## config.mk

```make
export PLATFORM = sky130hd
export DESIGN_NAME = axi_addr_router_n_flat
export DESIGN_NICKNAME = d
export VERILOG_FILES = /design/src/rtl/axi_addr_router_n_if.sv /design/src/rtl/axi_addr_router_n.sv /design/src/flat_wrapper.sv
export SDC_FILE = /design/constraint.sdc
export NUM_CORES = 1
export LEC_CHECK = 0
export BUFFER_PORTS_ARGS = -buffer_cell sky130_fd_sc_hd__buf_4
export CAP_MARGIN = 20
export CORE_AREA = 2 2 113 115
export CTS_CLUSTER_DIAMETER = 80
export DETAILED_ROUTE_END_ITERATION = 10
export DIE_AREA = 0 0 115 117
export GPL_TIMING_DRIVEN = 0
export PLACE_DENSITY_LB_ADDON = 0.1
export SETUP_SLACK_MARGIN = 0.05
export SYNTH_ARGS = -nofsm -noshare
export SYNTH_HDL_FRONTEND = slang
export SYNTH_SLANG_ARGS = --single-unit
export TNS_END_PERCENT = 100
```

## constraint.sdc

```tcl
create_clock -name clk -period 5 [get_ports clk]
set_clock_uncertainty 0.2 [all_clocks]
set_input_delay 0.75 -clock clk [delete_from_list [all_inputs] [get_ports clk]]
set_output_delay 0.75 -clock clk [all_outputs]
set_load 0.005 [all_outputs]
```

## src/rtl/axi_addr_router_n_if.sv

```systemverilog
// Master-side AXI address channel (AR or AW) bundle for axi_addr_router_n.
// The master modport drives the request; the slave modport (the router) returns ready.
interface axi_addr_router_n_if;
  logic [31:0] addr;
  logic [7:0]  len;
  logic [2:0]  size;
  logic [1:0]  burst;
  logic        valid;
  logic        ready;

  modport master (output addr, output len, output size, output burst, output valid,
                  input  ready);
  modport slave  (input  addr, input  len, input  size, input  burst, input  valid,
                  output ready);
endinterface

```

## src/rtl/axi_addr_router_n.sv

```systemverilog
// axi_addr_router_n: one AXI address channel fanned out to NUM_SLAVES slaves.
// Each accepted request records its target in an in-order select FIFO that the
// data/response mux pops to steer returning beats. Requests to a different
// target than the outstanding ones are held, so ordering holds without IDs.
// Optional feature macro: ROUTER_DECERR_EN -- unmapped requests are absorbed by
// an internal error sink and queued as decode-error entries instead of being
// routed to DEFAULT_SLAVE.
module axi_addr_router_n #(
  parameter int                          NUM_SLAVES      = 5,
  parameter int                          SEL_W           = 3,
  parameter logic [NUM_SLAVES*16-1:0]    SLAVE_BASE      = {16'h0004, 16'h0003, 16'h0002, 16'h0001, 16'h0000},
  parameter logic [NUM_SLAVES*16-1:0]    SLAVE_MASK      = {5{16'hFFFF}},
  parameter int                          DEFAULT_SLAVE   = 0,
  parameter int                          MAX_OUTSTANDING = 4,
  localparam int                         PTR_W           = $clog2(MAX_OUTSTANDING),
  localparam int                         CNT_W           = $clog2(MAX_OUTSTANDING) + 1
) (
  input  logic                      clk,
  input  logic                      reset,
  axi_addr_router_n_if.slave        m_if,
  output logic [NUM_SLAVES*32-1:0]  o_s_addr,
  output logic [NUM_SLAVES*8-1:0]   o_s_len,
  output logic [NUM_SLAVES*3-1:0]   o_s_size,
  output logic [NUM_SLAVES*2-1:0]   o_s_burst,
  output logic [NUM_SLAVES-1:0]     o_s_valid,
  input  logic [NUM_SLAVES-1:0]     i_s_ready,
  output logic [SEL_W-1:0]          o_sel_q,
  output logic                      o_sel_err,
  output logic                      o_sel_valid,
  input  logic                      i_rsp_done,
  output logic [CNT_W-1:0]          o_outstanding
);

  logic [SEL_W-1:0] w_tgt;
  logic             w_miss;
  logic             w_pop;
  logic             w_full;
  logic             w_busy;
  logic             w_stall;
  logic             w_ready;
  logic             w_push;
  logic [SEL_W-1:0] w_push_sel;

  logic [SEL_W-1:0] r_mem_sel [MAX_OUTSTANDING];
  logic [PTR_W-1:0] r_wptr;
  logic [PTR_W-1:0] r_rptr;
  logic [CNT_W-1:0] r_count;
  logic [SEL_W-1:0] r_last_tgt;
  logic             r_last_err;

  // Payload is broadcast unchanged to every slave; only valid is steered.
  assign o_s_addr  = {NUM_SLAVES{m_if.addr}};
  assign o_s_len   = {NUM_SLAVES{m_if.len}};
  assign o_s_size  = {NUM_SLAVES{m_if.size}};
  assign o_s_burst = {NUM_SLAVES{m_if.burst}};

  // Address decode: scan from the top so the lowest matching index wins.
  always_comb begin
    w_miss = 1'b1;
    w_tgt  = SEL_W'(DEFAULT_SLAVE);
    for (int i = NUM_SLAVES - 1; i >= 0; i--) begin
      if ((m_if.addr[31:16] & SLAVE_MASK[16*i +: 16]) ==
          (SLAVE_BASE[16*i +: 16] & SLAVE_MASK[16*i +: 16])) begin
        w_miss = 1'b0;
        w_tgt  = SEL_W'(i);
      end else begin
        w_miss = w_miss;
        w_tgt  = w_tgt;
      end
    end
  end

  // A same-cycle pop frees a slot and may retire the last entry, so both the
  // full test and the "still busy" test look at occupancy after the pop.
  assign w_pop   = i_rsp_done & (r_count != {CNT_W{1'b0}});
  assign w_full  = (r_count == CNT_W'(MAX_OUTSTANDING)) & ~i_rsp_done;
  assign w_busy  = (r_count != {CNT_W{1'b0}}) & ~((r_count == CNT_W'(1)) & i_rsp_done);
  assign w_stall = w_full | (w_busy & ((w_tgt != r_last_tgt) | (w_miss != r_last_err)));

  // Request steering: forward valid to the target and return its ready.
  always_comb begin
    o_s_valid = {NUM_SLAVES{1'b0}};
    w_ready   = 1'b0;
    if (reset) begin
      o_s_valid = {NUM_SLAVES{1'b0}};
      w_ready   = 1'b0;
    end else if (w_stall) begin
      o_s_valid = {NUM_SLAVES{1'b0}};
      w_ready   = 1'b0;
    end else begin
`ifdef ROUTER_DECERR_EN
      if (w_miss) begin
        w_ready = 1'b1;
      end else begin
        o_s_valid[w_tgt] = m_if.valid;
        w_ready          = i_s_ready[w_tgt];
      end
`else
      o_s_valid[w_tgt] = m_if.valid;
      w_ready          = i_s_ready[w_tgt];
`endif
    end
  end

  assign m_if.ready = w_ready;
  assign w_push     = m_if.valid & w_ready;

`ifdef ROUTER_DECERR_EN
  logic r_mem_err [MAX_OUTSTANDING];

  assign w_push_sel = w_miss ? {SEL_W{1'b0}} : w_tgt;

  // Error flag storage alongside the select entries.
  always_ff @(posedge clk) begin
    if (w_push) begin
      r_mem_err[r_wptr] <= w_miss;
    end
  end

  assign o_sel_err = (r_count != {CNT_W{1'b0}}) ? r_mem_err[r_rptr] : 1'b0;
`else
  assign w_push_sel = w_tgt;
  assign o_sel_err  = 1'b0;
`endif

  // Select FIFO storage; contents are only observed while occupied.
  always_ff @(posedge clk) begin
    if (w_push) begin
      r_mem_sel[r_wptr] <= w_push_sel;
    end
  end

  // FIFO pointers, occupancy and last-accepted target tracking.
  always_ff @(posedge clk) begin
    if (reset) begin
      r_wptr     <= {PTR_W{1'b0}};
      r_rptr     <= {PTR_W{1'b0}};
      r_count    <= {CNT_W{1'b0}};
      r_last_tgt <= {SEL_W{1'b0}};
      r_last_err <= 1'b0;
    end else begin
      if (w_push) begin
        r_wptr     <= r_wptr + PTR_W'(1);
        r_last_tgt <= w_tgt;
        r_last_err <= w_miss;
      end
      if (w_pop) begin
        r_rptr <= r_rptr + PTR_W'(1);
      end
      case ({w_push, w_pop})
        2'b10:   r_count <= r_count + CNT_W'(1);
        2'b01:   r_count <= r_count - CNT_W'(1);
        default: r_count <= r_count;
      endcase
    end
  end

  assign o_sel_valid   = (r_count != {CNT_W{1'b0}});
  assign o_sel_q       = o_sel_valid ? r_mem_sel[r_rptr] : {SEL_W{1'b0}};
  assign o_outstanding = r_count;

endmodule

```

## src/flat_wrapper.sv

```systemverilog
// flat-port wrapper written by rule: the top's interface ports become plain ports
module axi_addr_router_n_flat 
#(
  parameter int                          NUM_SLAVES      = 5,
  parameter int                          SEL_W           = 3,
  parameter logic [NUM_SLAVES*16-1:0]    SLAVE_BASE      = {16'h0004, 16'h0003, 16'h0002, 16'h0001, 16'h0000},
  parameter logic [NUM_SLAVES*16-1:0]    SLAVE_MASK      = {5{16'hFFFF}},
  parameter int                          DEFAULT_SLAVE   = 0,
  parameter int                          MAX_OUTSTANDING = 4,
  localparam int                         PTR_W           = $clog2(MAX_OUTSTANDING),
  localparam int                         CNT_W           = $clog2(MAX_OUTSTANDING) + 1
)
  (clk, reset, o_s_addr, o_s_len, o_s_size, o_s_burst, o_s_valid, i_s_ready, o_sel_q, o_sel_err, o_sel_valid, i_rsp_done, o_outstanding, m_if_addr, m_if_len, m_if_size, m_if_burst, m_if_valid, m_if_ready);
  axi_addr_router_n_if m_if_i ();
  input  logic clk;
  input  logic reset;
  output logic [NUM_SLAVES*32-1:0] o_s_addr;
  output logic [NUM_SLAVES*8-1:0] o_s_len;
  output logic [NUM_SLAVES*3-1:0] o_s_size;
  output logic [NUM_SLAVES*2-1:0] o_s_burst;
  output logic [NUM_SLAVES-1:0] o_s_valid;
  input  logic [NUM_SLAVES-1:0] i_s_ready;
  output logic [SEL_W-1:0] o_sel_q;
  output logic o_sel_err;
  output logic o_sel_valid;
  input  logic i_rsp_done;
  output logic [CNT_W-1:0] o_outstanding;
  input wire logic [$bits(m_if_i.addr)-1:0] m_if_addr;
  input wire logic [$bits(m_if_i.len)-1:0] m_if_len;
  input wire logic [$bits(m_if_i.size)-1:0] m_if_size;
  input wire logic [$bits(m_if_i.burst)-1:0] m_if_burst;
  input wire logic [$bits(m_if_i.valid)-1:0] m_if_valid;
  output wire logic [$bits(m_if_i.ready)-1:0] m_if_ready;
  assign m_if_i.addr = m_if_addr;
  assign m_if_i.len = m_if_len;
  assign m_if_i.size = m_if_size;
  assign m_if_i.burst = m_if_burst;
  assign m_if_i.valid = m_if_valid;
  assign m_if_ready = m_if_i.ready;
  axi_addr_router_n #(.NUM_SLAVES(NUM_SLAVES), .SEL_W(SEL_W), .SLAVE_BASE(SLAVE_BASE), .SLAVE_MASK(SLAVE_MASK), .DEFAULT_SLAVE(DEFAULT_SLAVE), .MAX_OUTSTANDING(MAX_OUTSTANDING)) u_core (.clk(clk), .reset(reset), .m_if(m_if_i), .o_s_addr(o_s_addr), .o_s_len(o_s_len), .o_s_size(o_s_size), .o_s_burst(o_s_burst), .o_s_valid(o_s_valid), .i_s_ready(i_s_ready), .o_sel_q(o_sel_q), .o_sel_err(o_sel_err), .o_sel_valid(o_sel_valid), .i_rsp_done(i_rsp_done), .o_outstanding(o_outstanding));
endmodule
```

# After elaboration in Yosys (flattened, before gate mapping)
# Memories as Yosys holds them, arrays and structs flattened. A register that Yosys moved wholly into a read port is not among the register bits.
# Cells that the tools add are included.
[totals]
ramBits = 12
ff_bits = 11
mem_count = 1
inputBits = 54
[memory_table]
columns = ["name", "words", "width", "rd", "rd_clocked_by_memory_dff", "write_ports", "line", "rtl"]
rows = [
  ["u_core.r_mem_sel", 4, 3, 1, 1, 1, "axi_addr_router_n.sv:44", "logic [SEL_W-1:0] r_mem_sel [MAX_OUTSTANDING];"],
]
[op_classes]
mux = 24
n_bitwise = 11
eq_ne = 10
n_reduce_logical = 4
magnitude_cmp = 2
addsub = 4
[ops]
columns = ["cell", "n"]
rows = [
  ["== test 16 x 2 -> 1 bit, second input constant", 2],
  ["two-way mux 3 bit", 6],
  ["== test 16 x 1 -> 1 bit, second input constant", 1],
  ["== test 16 x 3 -> 1 bit, second input constant", 1],
  ["logical NOT 16 bit", 1],
  ["two-way mux 1 bit", 11],
  ["two-way mux 5 bit", 2],
  ["bitwise AND 1 bit", 6],
  ["case mux 3 bit (2 select lines)", 1],
  ["bitwise AND 5 bit", 1],
  ["adder 2 x 1 -> 2 bit, second input constant", 2],
  ["< comparator 3 x 4 -> 1 bit, second input constant", 1],
  ["two-way mux 2 bit", 2],
  ["adder 3 x 1 -> 3 bit, second input constant", 1],
  ["binary-select mux 1 bit (select 3 bit)", 1],
  ["demux 1 bit (select 3 bit)", 1],
  ["== test 3 x 1 -> 1 bit, second input constant", 1],
  ["== test 3 bit, second input constant", 1],
  ["greater-or-equal comparator 3 x 1 -> 1 bit, second input constant", 1],
  ["!= test 3 bit", 1],
  ["nonzero test 3 bit", 1],
  ["subtractor 3 x 1 -> 3 bit, second input constant", 1],
  ["== test 2 x 1 -> 1 bit, second input constant", 1],
  ["== test 2 bit, second input constant", 1],
  ["other kinds (5)", 7],
]

# Longest topological paths before layout
# Gate-level depths: netlist of the first run.
[logic_depth]
word_depth = 15
mapped_depth = 12

# Worst setup path after synthesis of the first run
# Ideal clock, no wire load.
[synth_timing]
kind = "in2reg"
from = "input m_if_addr[25]"
to = "register u_core.r_count[2], in the netlist u_core.o_outstanding[2]"
t_arrival_ps = 3445
setup_time_ps = 70
path_stages = 9
setup_slack_ps = 1284
required_time_ps = 4730
path_buffers = 0
path_cell_list = "or4_4 or4b_4 a2111oi_4 o211ai_2 a211oi_2 inv_1 ha_1 or3_1 a21oi_1"
[synth_between]
elab_chain_len = 15
word_cells_on_any_way = 29
classes_between = "8 x eq/ne; 15 x mux; 4 x bitwise; 2 x reduce/logical"
[synth_lines]
columns = ["element", "line", "rtl"]
rows = [
  ["from (decl)", "flat_wrapper.sv:28", "input wire logic [$bits(m_if_i.addr)-1:0] m_if_addr;"],
  ["== test 16 x 3 -> 1 bit", "axi_addr_router_n.sv:62", "if ((m_if.addr[31:16] & SLAVE_MASK[16*i +: 16]) =="],
  ["two-way mux 3 bit or two-way mux 1 bit (tied branches) (5 in a row)", "axi_addr_router_n.sv:62", ""],
  ["!= test 3 bit or != test 1 bit (tied branches)", "axi_addr_router_n.sv:78", "assign w_stall = w_full | (w_busy & ((w_tgt != r_last_tgt) | (w_miss != r_last_err)));"],
  ["bitwise OR 1 bit", "axi_addr_router_n.sv:78", ""],
  ["bitwise AND 1 bit", "axi_addr_router_n.sv:78", ""],
  ["bitwise OR 1 bit", "axi_addr_router_n.sv:78", ""],
  ["two-way mux 1 bit (*)", "axi_addr_router_n.sv:87", "end else if (w_stall) begin"],
  ["two-way mux 1 bit (*)", "axi_addr_router_n.sv:84", "if (reset) begin"],
  ["bitwise AND 1 bit (*)", "axi_addr_router_n.sv:106", "assign w_push = m_if.valid & w_ready;"],
  ["== test 2 x 1 -> 1 bit or == test 2 bit (tied branches)", "axi_addr_router_n.sv:150", "case ({w_push, w_pop})"],
  ["case mux 3 bit (2 select lines) or nonzero test 2 bit (tied branches)", "n/a", ""],
  ["to (signal assigned)", "axi_addr_router_n.sv:151", "2'b10: r_count <= r_count + CNT_W'(1);"],
  ["to (signal assigned)", "axi_addr_router_n.sv:152", "2'b01: r_count <= r_count - CNT_W'(1);"],
  ["to (signal assigned)", "axi_addr_router_n.sv:153", "default: r_count <= r_count;"],
  ["to (decl)", "axi_addr_router_n.sv:47", "logic [CNT_W-1:0] r_count;"],
]
# Every way passes the cells marked *; elsewhere a longest branch is shown, timed or not. The select of a mux whose other input is x is not followed.
# A chain may end at the register's enable or synchronous reset.

# Final worst setup path of the first run
[layout_timing]
from = "input m_if_addr[25]"
to = "output o_s_valid[3]"
[layout_between]
word_cells_on_any_way = 28
classes_between = "2 x order compare; 6 x eq/ne; 14 x mux; 4 x bitwise; 2 x reduce/logical"
[layout_lines]
columns = ["element", "line", "rtl"]
rows = [
  ["== test 16 x 2 -> 1 bit", "axi_addr_router_n.sv:62", ""],
  ["two-way mux 3 bit (3 in a row)", "axi_addr_router_n.sv:62", ""],
  ["two-way mux 3 bit (*)", "axi_addr_router_n.sv:62", ""],
  ["net u_core.w_push_sel[1]", "axi_addr_router_n.sv:42", "logic [SEL_W-1:0] w_push_sel;"],
  ["< comparator 3 x 4 -> 1 bit (implied by the code) or greater-or-equal comparator 3 x 1 -> 1 bit (tied branches)", "axi_addr_router_n.sv:99", "o_s_valid[w_tgt] = m_if.valid;"],
  ["logical AND 1 bit (implied by the code)", "axi_addr_router_n.sv:99", ""],
  ["two-way mux 1 bit (implied by the code)", "axi_addr_router_n.sv:99", ""],
  ["demux 1 bit (select 3 bit)", "n/a", ""],
  ["bitwise AND 5 bit (no line)", "n/a", ""],
  ["two-way mux 5 bit (*)", "axi_addr_router_n.sv:87", ""],
  ["two-way mux 5 bit (*)", "axi_addr_router_n.sv:84", ""],
  ["to (decl)", "flat_wrapper.sv:21", "output logic [NUM_SLAVES-1:0] o_s_valid;"],
]
# Mark *: on every way through the listed nets, which the timed path passes. The rest lies on a longest branch.

==> reports/metrics.csv, run 1 <==
stage,metric,value,unit
run_status,status,completed,
placement,detailed placement HPWL,8.91,mm
placement,gp weighted congestion,0.818,
detailed_routing,WL/cell,12.9,µm
sta,Final Hold Viols,0,
run,Max Cap Violations,0,
sta,Max Fclk,226,MHz
synth,#FFs+latches synth,25,
power_and_ir_drop,worst vdd rail ir drop,101,µV
sta,unrepaired setup endpoints after global routing,false,
clock_tree,Root Driver,clkbuf_16,
synth,syn avg cell area,8.95,µm²
detailed_routing,DR vias/cell,3.74,
synth,post-synthesis sequential area ratio,19.3,%
clock_tree,TritonCTS buffer count,3,
detailed_routing,initial DRC count,49,
worst_setup_path,CP Launch Point,m_if_addr[25],
worst_setup_path,CP max-delay cell,nor4_2,
synth,syn_nets,422,
detailed_routing,Routed WL,9.95,mm
clock_tree,# Post-CTS Setup Buffers,0,
detailed_routing,DRT Pass-1 Iters,4,
grt,largest net degree at the start of global routing,16,
clock_tree,# clock sinks,25,
grt,global-route wire length before repair,13.5,mm
floorplanning,# IOs,293,
grt,GRT overflow,0,
worst_setup_path,r2r setup slk,2.18,ns
worst_setup_path,kind of critical path,primary input to primary output,
synth,number of synthesis warnings,0,
sta,worst-margin pin slew,0.833,ns
clock_tree,PostCTS Resize Cnt,0,
grt,GR Util met3,4.02,%
worst_setup_path,"most used cell, CP",buf_4,
worst_setup_path,Critical R2R Capture,u_core.o_outstanding[2],
layout,Layout Cells excl Fill,774,
worst_setup_path,"delay-heaviest family, CP",simple AND/OR/NAND/NOR gates,
power_and_ir_drop,total power per unit cell area,190,nW/µm²
layout,fin nets,688,
sta,setup tns final,0,ns
sta,Slew Limit Headroom,44.0,%
layout,ratio of cells with drive above 1 in the final layout,82.1,%
floorplanning,Die Area,13500,µm²
worst_hold_path,Hold Path Stages,2,
clock_tree,hold bufs inserted after CTS,0,
worst_hold_path,Hold Crit Start,u_core.r_last_tgt[1],
detailed_routing,ANT nets after route,0,
power_and_ir_drop,Leakage,2.93,nW
grt,met1 Track Usage GR,12.4,%
worst_setup_path,nature of the critical path startpoint,primary input,
worst_setup_path,worst-path cell chain,buf_4 > or4_4 > nor4_2 > mux2i_1 > o211ai_2 > a21oi_1 > and4_1 > buf_4,
floorplanning,Initial Util,26.1,%
placement,Inst Count DP,770,
floorplanning,DIE WIDTH,115,µm
sta,final period utilization,88.3,%
worst_setup_path,CP max FO,8,
sta,"Setup violations, final",0,
floorplanning,row cnt,41,
grt,met2 usage,26.0,%
worst_setup_path,CP Capture Type,primary output,
grt,initial antenna violation count,0,
synth,Post-Syn Area,3210,µm²
clock_tree,# H-tree levels,1,
worst_setup_path,Worst R2R Path Depth,11,
grt,total track usage,12.7,%
clock_tree,worst skew pair latency,0.26,ns
worst_setup_path,CP Data Required Time,4.05,ns
sta,Pins Over Slew Limit,0,
worst_setup_path,critical path arrival,3.47,ns
detailed_routing,routed vias,2896,
layout,area delta synth->final,69.4,%
worst_hold_path,hold crit path type,flop to flop,
worst_hold_path,Hold EP,u_core.r_last_tgt[1],
synth,post-synthesis cell type count,38,
clock_tree,"CTS clk-pin slew, worst paths",0.06,ns
floorplanning,Core Area,12300,µm²
synth,synthesized instance count,359,
grt,GR peak layer,met2,
detailed_routing,DRC viols,0,
clock_tree,maximum root-to-sink buffer count,2,
layout,fin util,44.2,%
clock_tree,CTS tree,built,
worst_setup_path,Crit path largest cell delay,0.78,ns
layout,FILL cells,1247,
grt,vias in the first global route,2670,
placement,I/O Buffers,261,
sta,fin crit period,4.42,ns
layout,Diodes inserted,0,
worst_setup_path,CP bufs+invs,2,
floorplanning,Die Ht,117,µm
worst_setup_path,Worst R2R Start,u_core.o_outstanding[0],
-- registers in the layout, indices dropped and copies added, names as in the netlist, named ones only --
name / flops
u_core.r_last_err: 1
u_core.r_mem_sel: 12
u_core.r_rptr: 2
u_core.r_last_tgt: 3
u_core.r_wptr: 2
u_core.o_outstanding: 3
-- worst max-delay path by stage --
| stage | end | slack (ns) | cells past startpoint |
|---|---|---|---|
| floorplan | u_core.o_outstanding[2] | 1.28 | 9 |
| finish | o_s_valid[3] | 0.58 | 8 |
| global route | o_s_valid[3] | 0.23 | 8 |
| detailed placement | o_s_valid[3] | 0.46 | 8 |
| global placement | o_s_valid[4] | 0.54 | 8 |
| CTS | o_s_valid[3] | 0.45 | 8 |
-- Yosys cell counts, drive strengths merged --
| master | n | area [µm²] |
|---|---|---|
| mux2 | 4 | 45.0 |
| nand2 | 5 | 18.8 |
| nor2b | 4 | 25.0 |
| a221o | 1 | 10.0 |
| clkbuf | 2 | 7.51 |
| nor4b | 1 | 23.8 |
| or4 | 2 | 22.5 |
| nor4 | 2 | 33.8 |
| or3 | 2 | 12.5 |
| a22oi | 1 | 7.51 |
| xor2 | 3 | 26.3 |
| o21ai | 2 | 10.0 |
| nand2b | 11 | 68.8 |
| mux4 | 3 | 67.6 |
| xnor2 | 2 | 17.5 |
| buf | 226 | 1700 |
| a2111oi | 1 | 27.5 |
| a211oi | 2 | 20.0 |
| and2 | 9 | 56.3 |
| o22ai | 1 | 6.26 |
| mux2i | 6 | 60.1 |
| edfxtp | 12 | 360 |
| dfxtp | 13 | 260 |
| inv | 7 | 26.3 |
| or2 | 1 | 6.26 |
| conb | 1 | 3.75 |
| and4 | 5 | 43.8 |
| nor3 | 1 | 5.00 |
| nor2 | 9 | 33.8 |
| a21oi | 6 | 41.3 |
| or4b | 3 | 33.8 |
| or3b | 1 | 8.76 |
| o211ai | 1 | 12.5 |
| ha | 9 | 113 |
-- cell type report --
cell class | count | area [µm²] | area share (%)
clock buffer | 3 | 75.1 | 1.38
inverter | 7 | 26.3 | 0.483
clock inverter | 1 | 7.51 | 0.138
buffer | 228 | 1700 | 31.3
tap | 150 | 188 | 3.45
timing repair buffer | 261 | 1960 | 36.0
multi-input combinational | 99 | 861 | 15.8
sequential | 25 | 621 | 11.4
-- placed cells by master (no fill, tap or decap), types with 2 or more instances in the layout --
cell type,synthesis,final
nor2b_1,4,4
edfxtp_1,12,12
ha_1,9,9
or3_1,2,2
nand2_1,5,5
mux2_2,4,4
nand2b_1,11,11
mux4_2,3,3
nor2_1,9,9
and2_1,9,9
inv_1,7,7
xor2_1,3,3
buf_4,226,487
or4b_2,2,2
a21oi_1,5,5
clkbuf_1,2,2
dfxtp_1,13,13
mux2i_1,6,6
xnor2_1,2,2
clkbuf_16,0,3
or4_4,2,2
o21ai_0,2,2
and4_1,5,5
-- metal layers --
| metal | wire, µm | vias up |
|---|---|---|
| met5 | 0 | - |
| met4 | 97 | 0 |
| met3 | 758 | 9 |
| met2 | 5940 | 108 |
| met1 | 3150 | 1317 |
| li1 | - | 1462 |
-- worst min-delay path: stages, from the launching register on --
cell      delay, ns
dfxtp_1        0.32
nand2b_1       0.07
mux2i_1        0.06
-- power breakdown --
part           switching, W  total (W)  internal (W)  leakage (nW)
Clock             0.0000724   0.000181      0.000109        0.0371
Combinational      0.000223   0.000590      0.000368          2.68
Sequential        0.0000250   0.000265      0.000240         0.213
-- stage by stage --
| step | area, µm² | total power (W) | hold WS [ns] | setup slack (ns) |
|---|---|---|---|---|
| 3_5_place_dp | 5360 | 0.000872 | 0.279 | 0.455 |
| 4_1_cts | 5440 | 0.00105 | 0.292 | 0.451 |
| 3_3_place_gp | 5360 | 0.000868 | 0.266 | 0.535 |
| 2_1_floorplan | 3210 | 0.000598 | 0.257 | 1.28 |
| 6_report | 5440 | 0.00104 | 0.287 | 0.583 |
| 5_1_grt | 5440 | 0.00111 | 0.325 | 0.231 |
-- cells by family (layout without fill, tap and decap cells) --
kind of cell	Yosys count	count (layout)	synth area share [%]
compound gates	15	15	4.21
xor+xnor	5	5	1.36
fa+ha+maj	9	9	3.51
buf+inv	235	500	53.9
flops	25	25	19.3
mux	13	13	5.38
other cells	1	1	0.117
simple gates	56	56	12.2
Power figures use the tool's default switching activity.
==> run 2: changes to the inputs <==
==> constraint.sdc (replaced) <==
create_clock -name clk -period 4.5 [get_ports clk]
set_clock_uncertainty 0.2 [all_clocks]
set_input_delay 0.675 -clock clk [delete_from_list [all_inputs] [get_ports clk]]
set_output_delay 0.675 -clock clk [all_outputs]
set_load 0.005 [all_outputs]
==> run 2 against run 1 <==
Compared with the run above:
- design area grew 0.16%
- largest power group unchanged
- wire length about the same
- clock power rose by 11%
- critical path depth stayed put
- die area is the same
- worst setup slack got worse by 0.12 ns
- via count hardly changed
==> reports/metrics.csv, run 2 (synthesized netlist as in run 1, its figures left out) <==
stage,metric,value,unit
detailed_routing,Routed WL,9.94,mm
run,Max Cap Violations,0,
worst_setup_path,kind of critical path,primary input to primary output,
worst_setup_path,nature of the critical path startpoint,primary input,
worst_setup_path,critical path endpoint,o_s_valid[3],
worst_setup_path,CP Data Required Time,3.62,ns
layout,fin nets,688,
grt,GRT overflow,0,
layout,fin util,44.3,%
sta,Slew Limit Headroom,64.9,%
clock_tree,# H-tree levels,1,
worst_setup_path,CP bufs+invs,2,
worst_setup_path,Worst R2R Start,u_core.o_outstanding[0],
floorplanning,DIE WIDTH,115,µm
detailed_routing,routed vias,2894,
worst_setup_path,"most used cell, CP",buf_4,
detailed_routing,DR vias/cell,3.74,
run_status,status,completed,
worst_setup_path,critical path arrival,3.17,ns
power_and_ir_drop,Clock power frac,17.5,%
floorplanning,Core Area,12300,µm²
layout,most frequent cells in the layout,"487 x buf_4, 13 x dfxtp_1, 12 x edfxtp_1",
detailed_routing,ANT nets after route,0,
layout,Diodes inserted,0,
clock_tree,# clock sinks,25,
worst_setup_path,CP max FO,6,
placement,gp weighted congestion,0.818,
layout,ratio of cells with drive above 1 in the final layout,82.1,%
sta,Pins Over Slew Limit,0,
sta,fin crit period,4.04,ns
floorplanning,Die Area,13500,µm²
placement,I/O Buffers,261,
layout,Biggest register,u_core.r_mem_sel,
floorplanning,row cnt,41,
clock_tree,"CTS clk-pin slew, worst paths",0.06,ns
sta,worst-margin pin slew,0.522,ns
power_and_ir_drop,internal power,0.000795,W
detailed_routing,WL/cell,12.8,µm
detailed_routing,initial DRC count,58,
worst_setup_path,CP max-delay cell,or4_4,
power_and_ir_drop,combinational power share,57.0,%
grt,initial antenna violation count,0,
floorplanning,Initial Util,26.1,%
power_and_ir_drop,switching share of power,30.9,%
clock_tree,maximum root-to-sink buffer count,2,
detailed_routing,DRC viols,0,
sta,unrepaired setup endpoints after global routing,false,
worst_setup_path,CP Capture Type,primary output,
sta,"Setup violations, final",0,
clock_tree,# Post-CTS Setup Buffers,0,
placement,detailed placement HPWL,8.91,mm
sta,setup tns final,0,ns
clock_tree,CTS tree,built,
sta,final period utilization,89.8,%
clock_tree,worst skew pair latency,0.26,ns
layout,Largest register FFs,12,
layout,FILL cells,1245,
power_and_ir_drop,Leakage,2.94,nW
worst_setup_path,Levels on crit path,8,
grt,total track usage,12.7,%
layout,area delta synth->final,69.7,%
power_and_ir_drop,worst vdd rail ir drop,112,µV
worst_setup_path,r2r setup slk,1.68,ns
clock_tree,Root Driver,clkbuf_16,
clock_tree,TritonCTS buffer count,3,
floorplanning,Die Ht,117,µm
grt,global-route wire length before repair,13.5,mm
worst_setup_path,"delay-heaviest family, CP",simple AND/OR/NAND/NOR gates,
layout,"commonest non-fill, non-tap cell in the layout",buf_4,
power_and_ir_drop,Sw Pwr,0.000356,W
worst_setup_path,CP Launch Point,m_if_addr[25],
power_and_ir_drop,total power per unit cell area,211,nW/µm²
worst_setup_path,worst-path cell chain,buf_4 > or4_4 > or4b_4 > a2111oi_4 > o211ai_2 > a21oi_1 > and4_1 > buf_4,
sta,Max Fclk,247,MHz
grt,largest net degree at the start of global routing,16,
worst_hold_path,hold crit path type,flop to flop,
power_and_ir_drop,sequential share of power,25.5,%
floorplanning,# IOs,293,
worst_setup_path,Critical R2R Capture,u_core.o_outstanding[2],
grt,vias in the first global route,2670,
worst_setup_path,Crit path largest cell delay,0.61,ns
sta,Final Hold Viols,0,
detailed_routing,DRT Pass-1 Iters,4,
worst_setup_path,Worst R2R Path Depth,11,
[run 2: area by class of cell]
type	count	area, µm²	share of cell area [%]
multi-input combinational	99	870	16.0
inverter	7	26.3	0.482
sequential	25	621	11.4
clock buffer	3	75.1	1.38
tap	150	188	3.44
timing repair buffer	261	1960	36.0
clock inverter	1	7.51	0.138
buffer	228	1700	31.3
[run 2: what timing repair did]
| action | 4_1_cts | 5_1_grt |
|---|---|---|
| setup endpoints to repair | 0 | 6 |
| hold buffers | 0 | 0 |
| resized for setup | 0 | 1 |
| endpoints found under the hold margin | 0 | 0 |
[run 2: worst reg2reg max path, cell delays in order (launching register included)]
cell and delay (ns):
dfxtp_1 0.42, inv_1 0.09, ha_1 0.23, nand2b_1 0.11, nand2_1 0.06, mux2i_1 0.18
o211ai_2 0.18, a211oi_2 0.33, inv_1 0.08, ha_1 0.37, or3_1 0.38, a21oi_1 0.13
[run 2: worst min-delay path by stage]
stage | start | cells after the start | endpoint | slack [ns]
finish | u_core.r_last_tgt[1] | 2 | u_core.r_last_tgt[1] | 0.29
CTS | u_core.r_last_tgt[1] | 2 | u_core.r_last_tgt[1] | 0.29
global route | u_core.r_last_tgt[0] | 2 | u_core.r_last_tgt[0] | 0.32
floorplan | u_core.r_last_tgt[1] | 2 | u_core.r_last_tgt[1] | 0.26
detailed placement | u_core.r_last_tgt[1] | 2 | u_core.r_last_tgt[1] | 0.28
global placement | u_core.r_last_tgt[1] | 2 | u_core.r_last_tgt[1] | 0.27
[run 2: power groups by stage]
stage	clock [W]	combinational [W]	sequential, W
CTS	0.000205	0.000671	0.000295
global placement	0	0.000665	0.000300
detailed placement	0	0.000669	0.000300
global route	0.000212	0.000721	0.000300
floorplan	0	0.000369	0.000295
finish	0.000201	0.000656	0.000294
[run 2: metal layers]
layer	GRT usage, %	wire length, µm	up-vias
li1	-	-	1462
met1	12.4	3130	1315
met2	26.0	5950	108
met3	4.02	759	9
met4	2.73	97	0
met5	0	0	-
[run 2: stage by stage]
stage / hold WS [ns] / area, µm² / total power [W] / cells / setup WS [ns]
detailed placement: 0.279 / 5360 / 0.000969 / 770 / 0.105
finish: 0.287 / 5450 / 0.00115 / 774 / 0.459
global placement: 0.266 / 5360 / 0.000964 / 770 / 0.141
floorplan: 0.257 / 3210 / 0.000664 / 359 / 0.859
global route: 0.325 / 5450 / 0.00123 / 774 / 0.194
CTS: 0.292 / 5440 / 0.00117 / 774 / 0.101
